--- config.mk ---
export PLATFORM = sky130hd
export DESIGN_NAME = scan_mux_debounce
export DESIGN_NICKNAME = d
export VERILOG_FILES = /design/src/rtl/jamma_pkg.sv /design/src/rtl/debounce_cell.sv /design/src/rtl/scan_mux_debounce.sv
export SDC_FILE = /design/constraint.sdc
export NUM_CORES = 1
export LEC_CHECK = 0
export ABC_AREA = 1
export CAP_MARGIN = 20
export CORE_MARGIN = 3
export CORE_UTILIZATION = 38
export DETAILED_ROUTE_END_ITERATION = 16
export SLEW_MARGIN = 10
export SYNTH_ARGS = -nofsm -noshare
export SYNTH_HDL_FRONTEND = slang
export SYNTH_SLANG_ARGS = --single-unit
--- constraint.sdc ---
create_clock -name clk -period 13.25 [get_ports clk]
set_input_delay 1.9875 -clock clk [delete_from_list [all_inputs] [get_ports clk]]
set_output_delay 1.9875 -clock clk [all_outputs]
set_load 0.1 [all_outputs]
--- src/rtl/jamma_pkg.sv ---
// jamma_pkg: shared types and helpers for the JAMMA input scanner.
// Holds the FSM encoding, the debounce counter width and clog2.
package jamma_pkg;

  localparam int CNTW = 4;

  typedef enum logic {
    IDLE,
    SCAN
  } state_e;

  function automatic int clog2(input int n);
    int r;
    r = 0;
    while ((1 << r) < n) r++;
    return r;
  endfunction

endpackage

--- src/rtl/debounce_cell.sv ---
// debounce_cell: per-channel debounce of one scanned word.
// Ports: clk, rst, strobe (sample valid), sample, word (image), chg.
module debounce_cell
  import jamma_pkg::*;
#(
  parameter int WIDTH    = 7,
  parameter int DEBOUNCE = 3
) (
  input  logic             clk,
  input  logic             rst,
  input  logic             strobe,
  input  logic [WIDTH-1:0] sample,
  output logic [WIDTH-1:0] word,
  output logic             chg
);

  localparam logic [CNTW-1:0] DB = CNTW'(DEBOUNCE);

  logic [WIDTH-1:0] cand_q;
  logic [WIDTH-1:0] cand_d;
  logic [CNTW-1:0]  cnt_q;
  logic [CNTW-1:0]  cnt_d;
  logic             accept;

  always_comb begin
    cand_d = cand_q;
    cnt_d  = cnt_q;
    if (sample == cand_q) begin
      if (cnt_q < DB) cnt_d = cnt_q + 1'b1;
    end else begin
      cand_d = sample;
      cnt_d  = CNTW'(1);
    end
  end

  // cnt_d saturates at DB, so equality covers the
  // DEBOUNCE=1 first-sample case as well.
  assign accept = (cnt_d == DB) && (cand_d != word);
  assign chg    = strobe && accept;

  always_ff @(posedge clk or posedge rst) begin
    if (rst) begin
      cand_q <= '0;
      cnt_q  <= '0;
      word   <= '0;
    end else if (strobe) begin
      cand_q <= cand_d;
      cnt_q  <= cnt_d;
      if (accept) word <= cand_d;
    end
  end

endmodule

--- src/rtl/scan_mux_debounce.sv ---
// scan_mux_debounce: time-multiplexed input scanner with debounce.
// Ports: clk, rst, enable, sel, scan_in, image, frame_done,
//        event_flag (sticky change flag), event_ack.
module scan_mux_debounce
  import jamma_pkg::*;
#(
  parameter int CHANNELS  = 16,
  parameter int WIDTH     = 7,
  parameter int DWELL     = 4,
  parameter int DEBOUNCE  = 3,
  parameter int MSB_FIRST = 1,
  localparam int SELW     = clog2(CHANNELS)
) (
  input  logic                      clk,
  input  logic                      rst,
  input  logic                      enable,
  output logic [SELW-1:0]           sel,
  input  logic [WIDTH-1:0]          scan_in,
  output logic [CHANNELS*WIDTH-1:0] image,
  output logic                      frame_done,
  output logic                      event_flag,
  input  logic                      event_ack
);

  localparam int SLOTW = clog2(DWELL);

  localparam logic [SELW-1:0] FIRST =
    (MSB_FIRST != 0) ? SELW'(CHANNELS - 1) : '0;
  localparam logic [SELW-1:0] LAST =
    (MSB_FIRST != 0) ? '0 : SELW'(CHANNELS - 1);
  localparam logic [SLOTW-1:0] SLOT_END = SLOTW'(DWELL - 1);

  state_e             state_q;
  state_e             state_d;
  logic [SLOTW-1:0]   slot_q;
  logic [SLOTW-1:0]   slot_d;
  logic [SELW-1:0]    sel_q;
  logic [SELW-1:0]    sel_d;
  logic [SELW-1:0]    sel_nx;
  logic               fd_q;
  logic               fd_d;
  logic               ev_q;
  logic               strobe;
  logic [CHANNELS-1:0] chg;
  logic               any_chg;

  always_comb begin
    sel_nx = sel_q;
    if (sel_q == LAST) sel_nx = FIRST;
    else if (MSB_FIRST != 0) sel_nx = sel_q - 1'b1;
    else sel_nx = sel_q + 1'b1;
  end

  // enable is only looked at on slot end, so a slot
  // in progress always finishes with its sample.
  always_comb begin
    state_d = state_q;
    slot_d  = slot_q;
    sel_d   = sel_q;
    fd_d    = 1'b0;
    strobe  = 1'b0;
    unique case (state_q)
      IDLE: begin
        if (enable) begin
          state_d = SCAN;
          slot_d  = '0;
        end
      end
      SCAN: begin
        if (slot_q == SLOT_END) begin
          strobe = 1'b1;
          sel_d  = sel_nx;
          fd_d   = (sel_q == LAST);
          slot_d = '0;
          if (!enable) state_d = IDLE;
        end else begin
          slot_d = slot_q + 1'b1;
        end
      end
    endcase
  end

  always_ff @(posedge clk or posedge rst) begin
    if (rst) begin
      state_q <= IDLE;
      slot_q  <= '0;
      sel_q   <= FIRST;
      fd_q    <= 1'b0;
      ev_q    <= 1'b0;
    end else begin
      state_q <= state_d;
      slot_q  <= slot_d;
      sel_q   <= sel_d;
      fd_q    <= fd_d;
      if (any_chg) ev_q <= 1'b1;
      else if (event_ack) ev_q <= 1'b0;
    end
  end

  for (genvar c = 0; c < CHANNELS; c++) begin : g_cell
    debounce_cell #(
      .WIDTH    (WIDTH),
      .DEBOUNCE (DEBOUNCE)
    ) u_cell (
      .clk    (clk),
      .rst    (rst),
      .strobe (strobe && (sel_q == SELW'(c))),
      .sample (scan_in),
      .word   (image[c*WIDTH +: WIDTH]),
      .chg    (chg[c])
    );
  end

  assign any_chg    = |chg;
  assign sel        = sel_q;
  assign frame_done = fd_q;
  assign event_flag = ev_q;

endmodule

==> results.md <==
- Number of buffers inserted by port buffering: approximately 130
- P&R area growth vs syn: 16.10%
- Largest net degree at the start of global routing: 96
- Post-CTS resize count: 0
- CTS tree: done
- Starting Density: between 30 and 40%
- Slowest stage cell, crit path: buf_4
- Core area: between 0.04 and 0.05 mm²
- Syn_area_per_cell: around 8.5 µm²
- Cell family with the largest share of critical-path delay: buffers and inverters
- CTS Buf Count: 35
- Total Routing Usage GR: between 10% and 20%
- Final core utilization: between 40% and 50%
- P per Cell Area: approximately 160 mW/mm²
- Reg-to-Reg End: g_cell[8].u_cell.word[4]
- Setup Skew: a little under 0.02 ns
- CP Launch Type: input pin
- Synth Register Bits: between 200 and 300
- Fin. max-slew vios: 0
- Hold Slack: between 0.4 and 0.5 ns
- Placed cells: around 2,500
- Die Y: about 210 µm
- Grt total ovfl: 0
- Io pins: between 100 and 150
- Reg2reg setup slack: 10.42 ns
- Worst slew pin tran: 1.041 ns
- Synth cell types: 48
- Clock transition at the registers of the reported paths: 0.06 ns
- Fin nets: 1,995
- Crit path cell chain: buf_2 -> buf_4 -> inv_1 -> buf_4 -> nand2_1 -> nand2_1 -> nor2_1 -> nand3_1 -> nor2_1 -> nand4_1 -> nor2_1 -> inv_1 -> nand2_1 -> o21ai_2
- First-pass GRT wire length: roughly 67,000 µm
- Worst Path Buf+Inv: 5
- GRT busiest layer: met2
- Fraction of layout cells with a size suffix above 1: 9.844%
- Hold path depth: 2
- First-pass DRT Iterations: 5
- Final setup fails: 0
- Routability Congestion: a little over 0.8
- Main flop type after synthesis: dfrtp_1
- Final worst-path cycle share: approximately 34%
- First DRT Iteration DRCs: around 890
- Largest fanout on the critical path: 38
- Post-CTS Setup Repair Bufs: 0
- Status: finished clean
- Initial antenna violation count: 0
- Hold path endpoint: g_cell[3].u_cell.cnt_q[3]
- Final Cell Area: about 0.018 mm²
- Ant. Diodes: 0
- Drc violations: 0
- Row cnt: between 70 and 80
- Hold Crit Class: flip-flop to flip-flop
- RSZ-0062 raised after global routing: false
- Mapped Cells: 1,863
- Synth warn: 0
- Die ar.: ~0.044 mm²
- Critical path depth in cells: 14
- Max-Cap Viols: 0
- Sequential cell area fraction in the yosys report: 47.20%
- Cell area after placement: 0.01719 mm²
- Crit path DAT: slightly below 5 ns
- CTS Root Cell: clkbuf_16
- Mapped Area: between 0.015 and 0.02 mm²
- Number of enable flip-flop cells after synthesis: 0
- Leak Pwr: 8.854 nW
- Final ANT Viol Nets: 0
- WP data required: around 14 ns
- Cts hold-fix bufs: 0
- Setup TNS: 0 ns
- GRT met3 Usage: under 10%
- Dpl hpwl: 27,250 µm
- Post-Syn Nets: roughly 1,900
- Peak supply drop: 97.33 µV
- Per-cell routed wire length: 16.78 µm
- Achievable Freq: ~220 MHz
- Final WL: around 42,000 µm
- Rel. slew slack: a little under a third
- Endpoint type of the worst setup path: flip-flop
- Met1 GRT Util: between 20% and 30%
- Synth async-reset ratio: between 90% and 100%
- RR Startpoint: sel[0]
- WS Path Type: input pin to flip-flop
- M2 GR Usage: 30.48%
- Non-filler cells, final: 2,506
- Final hold viol count: 0
- Crit-path max cell delay: approximately 0.53 ns
- H-Tree Level Count: 2
- Vias per cell: about 4.9
- Vias in the first global route: ~12,000
- DR vias: about 12,000
- Clk sinks: about 300
- Final min period: 4.484 ns
- DIE WIDTH: 209.6 µm
- Hold_sp: g_cell[3].u_cell.cnt_q[3]
- R2R cell count: 9
- Worst skew pair latency: around 0.52 ns
- Max clock buf depth: 3
## worst register-to-register path: cells and delay by family, from the launching register on
| kind | cells | cell delay [ns] |
|---|---|---|
| adders and majority gates | 1 | 0.16 |
| muxes | 1 | 0.41 |
| and+or+nand+nor | 4 | 1.31 |
| AOI/OAI and AO/OA | 1 | 0.26 |
| DFF | 1 | 0.39 |
| buffers and inverters | 2 | 0.18 |
## worst max path at each step
stage	startpoint	endpoint	slack, ns
global placement	scan_in[3]	g_cell[3].u_cell.word[2]	8.24
floorplan	rst	event_flag	3.06
CTS	scan_in[3]	g_cell[3].u_cell.word[2]	8.76
finish	scan_in[3]	g_cell[3].u_cell.word[2]	8.77
detailed placement	scan_in[3]	g_cell[3].u_cell.word[2]	8.21
global route	scan_in[3]	g_cell[3].u_cell.word[6]	8.46
## metrics by stage
stage / setup slack (ns) / power [W]
after floorplan: 3.065 / 0.001837
after global placement: 8.237 / 0.001972
after detailed placement: 8.213 / 0.002003
after CTS: 8.760 / 0.002963
after global routing: 8.459 / 0.003127
final: 8.766 / 0.002933
## cell usage in the layout (no fill, tap or decap), types with 19 or more instances in the layout
cell             netlist  routed
nand2_1              458     458
dfrtp_1              293     293
inv_1                203     202
nor2_1               174     174
o21ai_0              146     146
clkdlybuf4s50_1        0     121
xnor2_1              103     103
xor2_1                64      64
nand3_1               54      54
a21oi_1               47      47
clkbuf_16              0      37
o21ai_1               30      30
o21ai_2               27      27
ha_1                  22      22
nand4_1               19      19
## power breakdown
part,switching [W],total [W],internal (W),leakage [nW]
registers,0.000140,0.00124,0.00110,3.50
logic,0.000467,0.000740,0.000272,4.80
clock network,0.000377,0.000949,0.000572,0.551
total,0.000984,0.00293,0.00195,8.85
## logic make-up (layout without fill, tap and decap cells)
kind of cell,count (synthesis),after routing,share of synthesized area [%]
adders and majority gates,22,22,1.747
buffers and inverters,302,420,9.108
and+or+nand+nor,796,796,22.44
AOI/OAI and AO/OA,272,272,9.648
muxes,7,7,0.5717
DFF,297,297,47.20
xor gates and xnor gates,167,167,9.283
## synthesized netlist by cell type (2+ instances only)
cell type / instances / share of area, %
xor2_1: 64 / 3.6
nand3_1: 54 / 1.7
nor3b_1: 2 / 0.095
and2_1: 2 / 0.079
clkbuf_1: 34 / 0.81
o21ai_2: 27 / 1.5
o21ai_1: 30 / 0.95
xnor2_1: 103 / 5.7
nand4_2: 5 / 0.40
nor2_2: 12 / 0.48
mux2_2: 4 / 0.29
a21oi_1: 47 / 1.5
nand2_4: 2 / 0.14
a22o_1: 8 / 0.44
nor2_1: 174 / 4.1
a21o_1: 2 / 0.095
buf_2: 7 / 0.22
nor3_1: 12 / 0.38
nand3b_1: 5 / 0.24
buf_4: 7 / 0.33
inv_2: 15 / 0.36
o21ai_0: 146 / 4.6
nor2_4: 16 / 1.1
dfstp_2: 4 / 0.67
inv_1: 203 / 4.8
or2_2: 9 / 0.36
mux2_4: 3 / 0.29
dfrtp_1: 293 / 47
ha_1: 22 / 1.7
nand2_1: 458 / 11
nand4_1: 19 / 0.75
nand2_2: 8 / 0.32
buf_6: 34 / 2.4
o211ai_1: 2 / 0.095
a31oi_1: 8 / 0.32
nor3_2: 5 / 0.32
nand3_2: 4 / 0.25
nor4_1: 3 / 0.12
## layout make-up
| type | count | area, µm² |
|---|---|---|
| fill | 3948 | 22080 |
| sequential | 297 | 7437 |
| multi-input combinational | 1264 | 6884 |
| timing repair buffer | 146 | 1381 |
| clock buffer | 48 | 1017 |
| inverter | 218 | 825.8 |
| tap | 525 | 656.9 |
| clock inverter | 8 | 90.09 |
## flip-flops by register name (all words and copies together), names as in the netlist
signal,cells
event_flag,1
frame_done,1
g_cell.u_cell.cnt_q,64
slot_q,2
g_cell.u_cell.cand_q,112
g_cell.u_cell.word,112
state_q,1
sel,4
## routing by layer
layer  vias to the layer above  wire, µm
met5                         -         0
met4                         0       884
met3                        50      2574
met2                       284     18770
met1                      5866     19830
li1                       6031         -
No activity file was read; power rests on OpenSTA's default activity.
